## src/rtl/fifo72_wr_gate.sv

```systemverilog
// Write-side gate from an XGMII RX formatter into a 72-bit PHY queue FIFO.
// Optional statistics counters are enabled by defining L2SW_GATE_STATS_EN.
module fifo72_wr_gate #(
  parameter logic [9:0] MAX_WORDS = 10'd192
) (
  input  logic        sys_clk,
  input  logic        sys_rst_n,
  input  logic [71:0] in_data,
  input  logic        fifo_full,
  output logic [71:0] fifo_din,
  output logic        fifo_wr_en,
  output logic        busy,
  output logic [31:0] stat_frames,
  output logic [31:0] stat_drops,
  output logic [31:0] stat_truncs
);

  localparam logic [71:0] IDLE_WORD = {8'hFF, 64'h0707070707070707};
  localparam logic [71:0] ERR_WORD  = {8'hFF, 56'h07070707070707, 8'hFE};
  localparam logic [9:0]  LAST_CNT  = MAX_WORDS - 10'd1;

  typedef enum logic [1:0] {S_IDLE, S_PASS, S_ABORT, S_DROP} state_t;

  state_t      state_q, state_d;
  logic [71:0] r_q;
  logic [9:0]  wcnt_q, wcnt_d;
  logic        eof_seen_q, eof_seen_d;

  logic       is_start;
  logic       is_term;
  logic [7:0] term_lane;
  logic       pass_term_ok;
  logic       pass_cut;

  assign is_start = r_q[64] && (r_q[7:0] == 8'hFB);

  for (genvar gi = 0; gi < 8; gi++) begin : g_lane
    assign term_lane[gi] = r_q[64+gi] && (r_q[8*gi +: 8] == 8'hFD);
  end
  assign is_term = |term_lane;

  // A writable terminate always closes the frame, even at the word limit.
  assign pass_term_ok = is_term && !fifo_full;
  assign pass_cut     = !pass_term_ok && (fifo_full || (wcnt_q == LAST_CNT) || is_start);

  always_ff @(posedge sys_clk) begin
    if (!sys_rst_n) begin
      r_q        <= IDLE_WORD;
      state_q    <= S_IDLE;
      wcnt_q     <= '0;
      eof_seen_q <= 1'b0;
    end else begin
      r_q        <= in_data;
      state_q    <= state_d;
      wcnt_q     <= wcnt_d;
      eof_seen_q <= eof_seen_d;
    end
  end

  always_comb begin
    state_d    = state_q;
    wcnt_d     = wcnt_q;
    eof_seen_d = eof_seen_q;
    case (state_q)
      S_IDLE: begin
        if (is_start) begin
          if (!fifo_full) begin
            state_d = S_PASS;
            wcnt_d  = 10'd1;
          end else begin
            state_d = S_DROP;
          end
        end
      end
      S_PASS: begin
        if (pass_term_ok) begin
          state_d = S_IDLE;
          wcnt_d  = '0;
        end else if (pass_cut) begin
          state_d    = S_ABORT;
          wcnt_d     = '0;
          eof_seen_d = is_term;
        end else begin
          wcnt_d = wcnt_q + 10'd1;
        end
      end
      S_ABORT: begin
        // The frame's own terminate may already have passed; then skip DROP.
        if (!fifo_full) begin
          state_d    = (eof_seen_q || is_term) ? S_IDLE : S_DROP;
          eof_seen_d = 1'b0;
        end else begin
          eof_seen_d = eof_seen_q || is_term;
        end
      end
      S_DROP: begin
        if (is_term) state_d = S_IDLE;
      end
      default: state_d = S_IDLE;
    endcase
  end

  always_comb begin
    fifo_din   = r_q;
    fifo_wr_en = 1'b0;
    busy       = (state_q != S_IDLE);
    case (state_q)
      S_IDLE:  fifo_wr_en = is_start && !fifo_full;
      S_PASS:  fifo_wr_en = !pass_cut;
      S_ABORT: begin
        fifo_din   = ERR_WORD;
        fifo_wr_en = !fifo_full;
      end
      default: fifo_wr_en = 1'b0;
    endcase
  end

`ifdef L2SW_GATE_STATS_EN
  logic        inc_frame, inc_drop, inc_trunc;
  logic [31:0] frames_q, frames_d;
  logic [31:0] drops_q, drops_d;
  logic [31:0] truncs_q, truncs_d;

  assign inc_frame = (state_q == S_PASS) && pass_term_ok;
  assign inc_drop  = (state_q == S_IDLE) && is_start && fifo_full;
  assign inc_trunc = (state_q == S_PASS) && pass_cut;

  always_comb begin
    frames_d = frames_q + {31'd0, inc_frame};
    drops_d  = drops_q + {31'd0, inc_drop};
    truncs_d = truncs_q + {31'd0, inc_trunc};
  end

  always_ff @(posedge sys_clk) begin
    if (!sys_rst_n) begin
      frames_q <= '0;
      drops_q  <= '0;
      truncs_q <= '0;
    end else begin
      frames_q <= frames_d;
      drops_q  <= drops_d;
      truncs_q <= truncs_d;
    end
  end

  assign stat_frames = frames_q;
  assign stat_drops  = drops_q;
  assign stat_truncs = truncs_q;
`else
  assign stat_frames = 32'h0;
  assign stat_drops  = 32'h0;
  assign stat_truncs = 32'h0;
`endif

endmodule

```

## config.mk

```make
export PLATFORM = sky130hd
export DESIGN_NAME = fifo72_wr_gate
export DESIGN_NICKNAME = d
export VERILOG_FILES = /design/src/rtl/fifo72_wr_gate.sv
export SDC_FILE = /design/constraint.sdc
export NUM_CORES = 1
export LEC_CHECK = 0
export CAP_MARGIN = 0
export CORE_ASPECT_RATIO = 0.6
export CORE_MARGIN = 2
export CORE_UTILIZATION = 38
export DETAILED_ROUTE_END_ITERATION = 8
export PLACE_DENSITY = 0.93
export SYNTH_ARGS = -nofsm -noshare
export SYNTH_HDL_FRONTEND = slang
export SYNTH_SLANG_ARGS = --single-unit
```

## constraint.sdc

```tcl
create_clock -name sys_clk -period 2.25 [get_ports sys_clk]
set_clock_uncertainty 0.05 [all_clocks]
set_input_delay 0.3375 -clock sys_clk [delete_from_list [all_inputs] [get_ports sys_clk]]
set_output_delay 0.3375 -clock sys_clk [all_outputs]
set_load 0.005 [all_outputs]
```

==> results of run 1 <==
-- sequential cells by signal (all words and copies together), names as in the netlist --
name        flops
wcnt_q         10
state_q         2
r_q            72
eof_seen_q      1
-- synthesized netlist by cell type, types with 2 or more instances --
master / n
buf_4: 97
dfxtp_1: 85
and2_1: 77
nand2b_1: 66
nand2_1: 26
clkbuf_1: 17
nand3_1: 12
nor2_1: 9
a21oi_1: 7
o21ai_0: 7
a31oi_1: 6
inv_1: 6
nand4_1: 6
nor3_1: 6
nor3b_1: 4
nor4_1: 4
a41oi_1: 3
nand3b_1: 3
nand4b_1: 3
nor2b_1: 3
and3_1: 2
o21bai_1: 2
or2_2: 2
-- area by class of cell --
cell class / instances / area [um^2]
sequential: 85 / 1710
clock buffer: 13 / 260
timing repair buffer: 174 / 1730
multi-input combinational: 354 / 2040
clock inverter: 3 / 43.8
fill: 960 / 4530
inverter: 7 / 26.3
tap: 139 / 174
-- power by group through the flow --
stage                     clock network [mW]  logic [mW]  registers [mW]
after floorplan                            0       0.288            1.63
after global placement                     0       0.451            1.64
after detailed placement                   0       0.455            1.64
after CTS                               1.50       0.463            1.61
after global routing                    1.57       0.515            1.62
final                                   1.46       0.465            1.61
-- critical path, stage by stage, from the launching register on --
cell and delay [ns]:
dfxtp_1 0.31, nand4_1 0.12, nor3b_1 0.07, buf_4 0.14, a41oi_2 0.23, nand4_4 0.13, nand2b_4 0.10, nand2_1 0.06
a22o_1 0.19, buf_2 0.12
-- repair_timing --
action / in CTS / in global routing
pin swaps: 2 / 5
setup buffers: 2 / 1
endpoints found under the hold margin: 0 / 0
gates resized for setup: 25 / 13
endpoints found under the setup margin: 47 / 55
hold buffers: 0 / 0
gates cloned: 1 / 1
-- per-layer routing --
layer / track usage (%) / vias up / routed length (um) / share of wire, %
met5: 0 / - / 0 / 0
met4: 3.71 / 0 / 64 / 0.63
li1: - / 1636 / - / -
met3: 7.25 / 9 / 1050 / 10
met2: 29.0 / 140 / 4780 / 47
met1: 20.8 / 1493 / 4260 / 42
-- through the flow --
step,total power [mW],instances
after floorplan,1.92,561
after global placement,2.09,755
after detailed placement,2.10,755
after CTS,3.58,774
after global routing,3.70,775
final,3.54,775
-- path summary, 6_finish.rpt --
check | startpoint | endpoint | slack (ns) | cells after the start
max | r_q[51] | fifo_wr_en | 0.07 | 9
min | sys_rst_n | r_q[1] | 0.25 | 2
max reg2reg | r_q[51] | state_q[1] | 0.17 | 9
min reg2reg | eof_seen_q | eof_seen_q | 0.45 | 2
-- kinds of logic after synthesis --
| kind of cell | Yosys count |
|---|---|
| AO/OA/AOI/OAI | 30 |
| adder cells (fa/ha/maj) | 1 |
| buffers and inverters | 122 |
| flip-flops | 85 |
| other | 1 |
| AND/OR/NAND/NOR | 227 |
==> run_results.csv, run 1 <==
group,metric,value,unit
yosys,synth.largest_area_cell,"dfxtp_1",
yosys,yosys-top-cells-area,"dfxtp_1, buf_4, and2_1",
clock_tree,clkSinkCount,85,
yosys,synthAdderAreaFrac,0.306,%
yosys,synth_compound_area_share,4.65,%
yosys,syn_inst,466,
layout,syn_to_final_growth,46.4,%
timing,drv_slew,0,
layout,drive_gt1_share,11.5,%
setup_path,cp-start-kind,"flip-flop",
layout,fin_nets,707,
clock_tree,cts-root-buf,"clkbuf_16",
die,rows,29,
layout,layout_commonest_cell,"clkdlybuf4s50_1",
timing,finalWorstSetupSlack,0.0705,ns
yosys,yosysTopAreaCellShare,41.6,%
layout,utilization,56.9,%
die,io_pins,245,
drt,ant_nets,0,
clock_tree,htree_levels,3,
drt,viasPerCell,4.23,
yosys,syn_area_per_cell,8.78,um^2
placed_design,dp_hpwl,7620,um
global_routing,grt_first_pass_wirelength,15600,um
yosys,yosysSeqAreaShare,41.6,%
drt,wirelength,10200,um
die,core_area,10500,um^2
power_and_ir_drop,clkPwrFrac,41.3,%
global_routing,antenna_found_initial,0,
drt,routedWlPerCell,13.1,um
clock_tree,numCtsBuffers,9,
power_and_ir_drop,intPower,2.80,mW
yosys,synth_xor_area_share,0,%
timing,whs,0.255,ns
timing,hold_violations,0,
global_routing,grt_max_degree,49,
global_routing,grt_pass1_vias,3068,
power_and_ir_drop,switching_share,20.9,%
yosys,synth-edff-count,0,
die,initial_core_util,38.9,%
yosys,synth_top_family_by_area,"simple AND/OR/NAND/NOR gates",
yosys,synthArstFlopShare,0,%
setup_path,crit_type,"flip-flop to output pin",
yosys,synth.ff_latch_count,85,
power_and_ir_drop,p_per_area,591,nW/um^2
drt,drc,0,
drt,vias,3278,
timing,post-route-period-util,96.9,%
setup_path,cp.arrival,1.79,ns
layout,n_antenna_cell,0,
clock_tree,cts_tree,"yes",
layout,final_cell_mix,"clkdlybuf4s50_1, conb_1, and2_1, dfxtp_1, nand2b_1",
yosys,netlist_area,4090,um^2
yosys,synth.distinct_cells,36,
die,die_w,138,um
power_and_ir_drop,pwr-share-comb,13.1,%
worst_hold_path,hp-class,"input port to flip-flop",
timing,setup_tns,0,ns
clock_tree,clk_pin_slew,0.06,ns
placed_design,pre_cts_slack,-0.0496,ns
run,cap_violations,0,
clock_tree,clk_latency,0.32,ns
yosys,synth_mux_area_share,0,%
global_routing,grt_use_total,17.3,%
power_and_ir_drop,total_leakage_power,2.51,nW
timing,post-route-min-period,2.18,ns
setup_path,path_max_fanout,2,
power_and_ir_drop,power_frac_seq,45.6,%
drt,drtIter0Drc,121,
timing,maxClockFrequency,0.459,GHz
yosys,synthSimpleGateAreaFrac,33.1,%
layout,final_cell_area,5990,um^2
status,status,"finished clean",
power_and_ir_drop,p_sw,0.738,mW
placed_design,place_area,5470,um^2
global_routing,grt.overflow.total,0,
placed_design,port_buffers,148,
timing,setup_viol,0,
setup_path,required,1.86,ns
drt,first_pass_iters,5,
placed_design,gp_congestion,0.864,
setup_path,end_kind,"output pin",
yosys,synth-main-ff-cell,"dfxtp_1",
power_and_ir_drop,vdd_drop_max,398,uV
timing,rsz0062_at_grt,"yes",
yosys,ys_warn_count,0,
die,die_h,84.4,um
die,dieArea,11600,um^2
clock_tree,cts_max_path_buffers,2,
(Power assumes the default switching activity.)
==> inputs of run 2 (changes only) <==
CTS_BUF_LIST = sky130_fd_sc_hd__clkbuf_16   (was not set)
GPL_TIMING_DRIVEN = 0   (was not set)
==> run 2 against run 1 <==
- wire length up 13%
- critical path type is now flip-flop to flip-flop
- sequential cell count did not move
- die area did not move
==> run_results.csv, run 2 (synthesis results as in run 1) <==
group,metric,value,unit
setup_path,worst_path_most_repeated_cell,"buf_4",
layout,syn_to_final_growth,63.0,%
setup_path,r2r_cells,10,
drt,first_pass_iters,4,
timing,hold_violations,0,
placed_design,dp_cells,847,
clock_tree,clk_pin_slew,0.06,ns
timing,post-route-period-util,97.8,%
power_and_ir_drop,total_leakage_power,3.08,nW
drt,drtIter0Drc,121,
power_and_ir_drop,vdd_drop_max,612,uV
placed_design,place_area,6090,um^2
setup_path,end_kind,"flip-flop",
drt,wirelength,11500,um
layout,fin_nets,806,
timing,maxClockFrequency,0.454,GHz
clock_tree,htree_levels,3,
global_routing,grt_max_degree,15,
status,status,"finished clean",
power_and_ir_drop,p_per_area,561,nW/um^2
drt,ant_nets,0,
clock_tree,cts_max_path_buffers,2,
layout,n_antenna_cell,0,
setup_path,crit_chain,"ha_2 -> nand3_2 -> nor2_2 -> a211o_1 -> buf_4 -> nor4_4 -> buf_4 -> buf_2 -> o21ai_0 -> a21oi_1",
clock_tree,hold_buffers,0,
layout,final_cell_mix,"clkdlybuf4s50_1, buf_4, conb_1",
setup_path,cp.arrival,2.40,ns
timing,rsz0062_at_grt,"yes",
layout,drive_gt1_share,21.9,%
setup_path,path_buf_inv,3,
timing,tightestPinTransition,0.626,ns
timing,post-route-min-period,2.20,ns
setup_path,rrSetupSlack,0.05,ns
die,die_h,84.4,um
die,io_pins,245,
global_routing,grt_use_total,19.6,%
die,rows,29,
drt,viasPerCell,4.17,
global_routing,antenna_found_initial,0,
clock_tree,numCtsBuffers,9,
die,initial_core_util,38.9,%
layout,utilization,63.4,%
layout,finalNonFillerCells,874,
placed_design,port_buffers,147,
layout,largest_reg_flops,72,
worst_hold_path,hp-class,"input port to flip-flop",
clock_tree,cts-root-buf,"clkbuf_16",
setup_path,reg2reg_to,"wcnt_q[7]",
die,die_w,138,um
layout,regMostFlops,"r_q",
layout,layout_commonest_cell,"clkdlybuf4s50_1",
setup_path,startpoint,"wcnt_q[0]",
timing,relSlewSlack,58.3,%
placed_design,dp_hpwl,9010,um
setup_path,required,2.45,ns
timing,setup_viol,0,
layout,final_cell_area,6670,um^2
setup_path,crit_path_end,"wcnt_q[7]",
setup_path,crit_cells,10,
setup_path,reg2reg_from,"wcnt_q[0]",
setup_path,cp-start-kind,"flip-flop",
global_routing,grt_pass1_vias,3349,
layout,top_regs,"r_q (72), wcnt_q (10), state_q (2)",
drt,drc,0,
clock_tree,clkSinkCount,85,
clock_tree,cts_tree,"yes",
run,cap_violations,0,
placed_design,gp_congestion,0.897,
setup_path,slowest_stage,"dfxtp_1",
global_routing,grt_first_pass_wirelength,17300,um
die,dieArea,11600,um^2
timing,drv_slew,0,
setup_path,cp_slowest_stage_delay,0.34,ns
clock_tree,clk_latency,0.33,ns
setup_path,path_max_fanout,6,
drt,vias,3642,
setup_path,crit_type,"flip-flop to flip-flop",
global_routing,grt.overflow.total,0,
drt,routedWlPerCell,13.1,um
setup_path,crit_family,"compound AO/OA/AOI/OAI gates",
die,core_area,10500,um^2
timing,setup_tns,0,ns
[run 2: metal layers]
metal / GRT usage (%) / up-vias / wire, um
li1: - / 1841 / -
met1: 24.0 / 1644 / 4840
met2: 33.0 / 148 / 5440
met3: 7.25 / 9 / 1080
met4: 4.27 / 0 / 106
met5: 0 / - / 0
[run 2: worst min path at each step]
stage,end,slack [ns],from,cells after the start
final,r_q[40],0.34,sys_rst_n,2
after global routing,r_q[58],0.37,sys_rst_n,2
after CTS,r_q[40],0.32,sys_rst_n,2
after detailed placement,eof_seen_q,0.42,eof_seen_q,2
after global placement,eof_seen_q,0.42,eof_seen_q,2
after floorplan,r_q[0],0.39,in_data[0],1
[run 2: layout make-up]
cell class,instances,area (um^2)
fillers,858,3850
multi-input cells,354,2020
flip-flops and latches,85,1710
repair buffers,158,1560
plain buffers,115,863
clock buffers,9,225
well taps,139,174
clock inverters,7,91.3
inverters,7,28.8
[run 2: per-stage QoR]
stage          total power [mW]  worst slack (ns)  hold WS [ns]
6_report                   3.74            0.0493         0.337
5_1_grt                    3.89           -0.0673         0.370
4_1_cts                    3.76           0.00345         0.325
3_5_place_dp               2.21            -0.486         0.421
3_3_place_gp               2.21            -0.461         0.416
2_1_floorplan              1.92             0.361         0.389
[run 2: where the power goes]
| part | leakage, nW | internal, mW | switching, mW |
|---|---|---|---|
| Sequential | 0.707 | 1.58 | 0.0365 |
| Combinational | 2.21 | 0.397 | 0.191 |
| Clock | 0.161 | 0.967 | 0.573 |
| Total | 3.08 | 2.94 | 0.801 |
[run 2: repair_timing]
item                                    CTS  global route
pin swaps                                 9             8
endpoints found under the setup margin   73            47
buffers inserted                          8             2
gates resized for setup                  48            17
gates cloned                              0             1
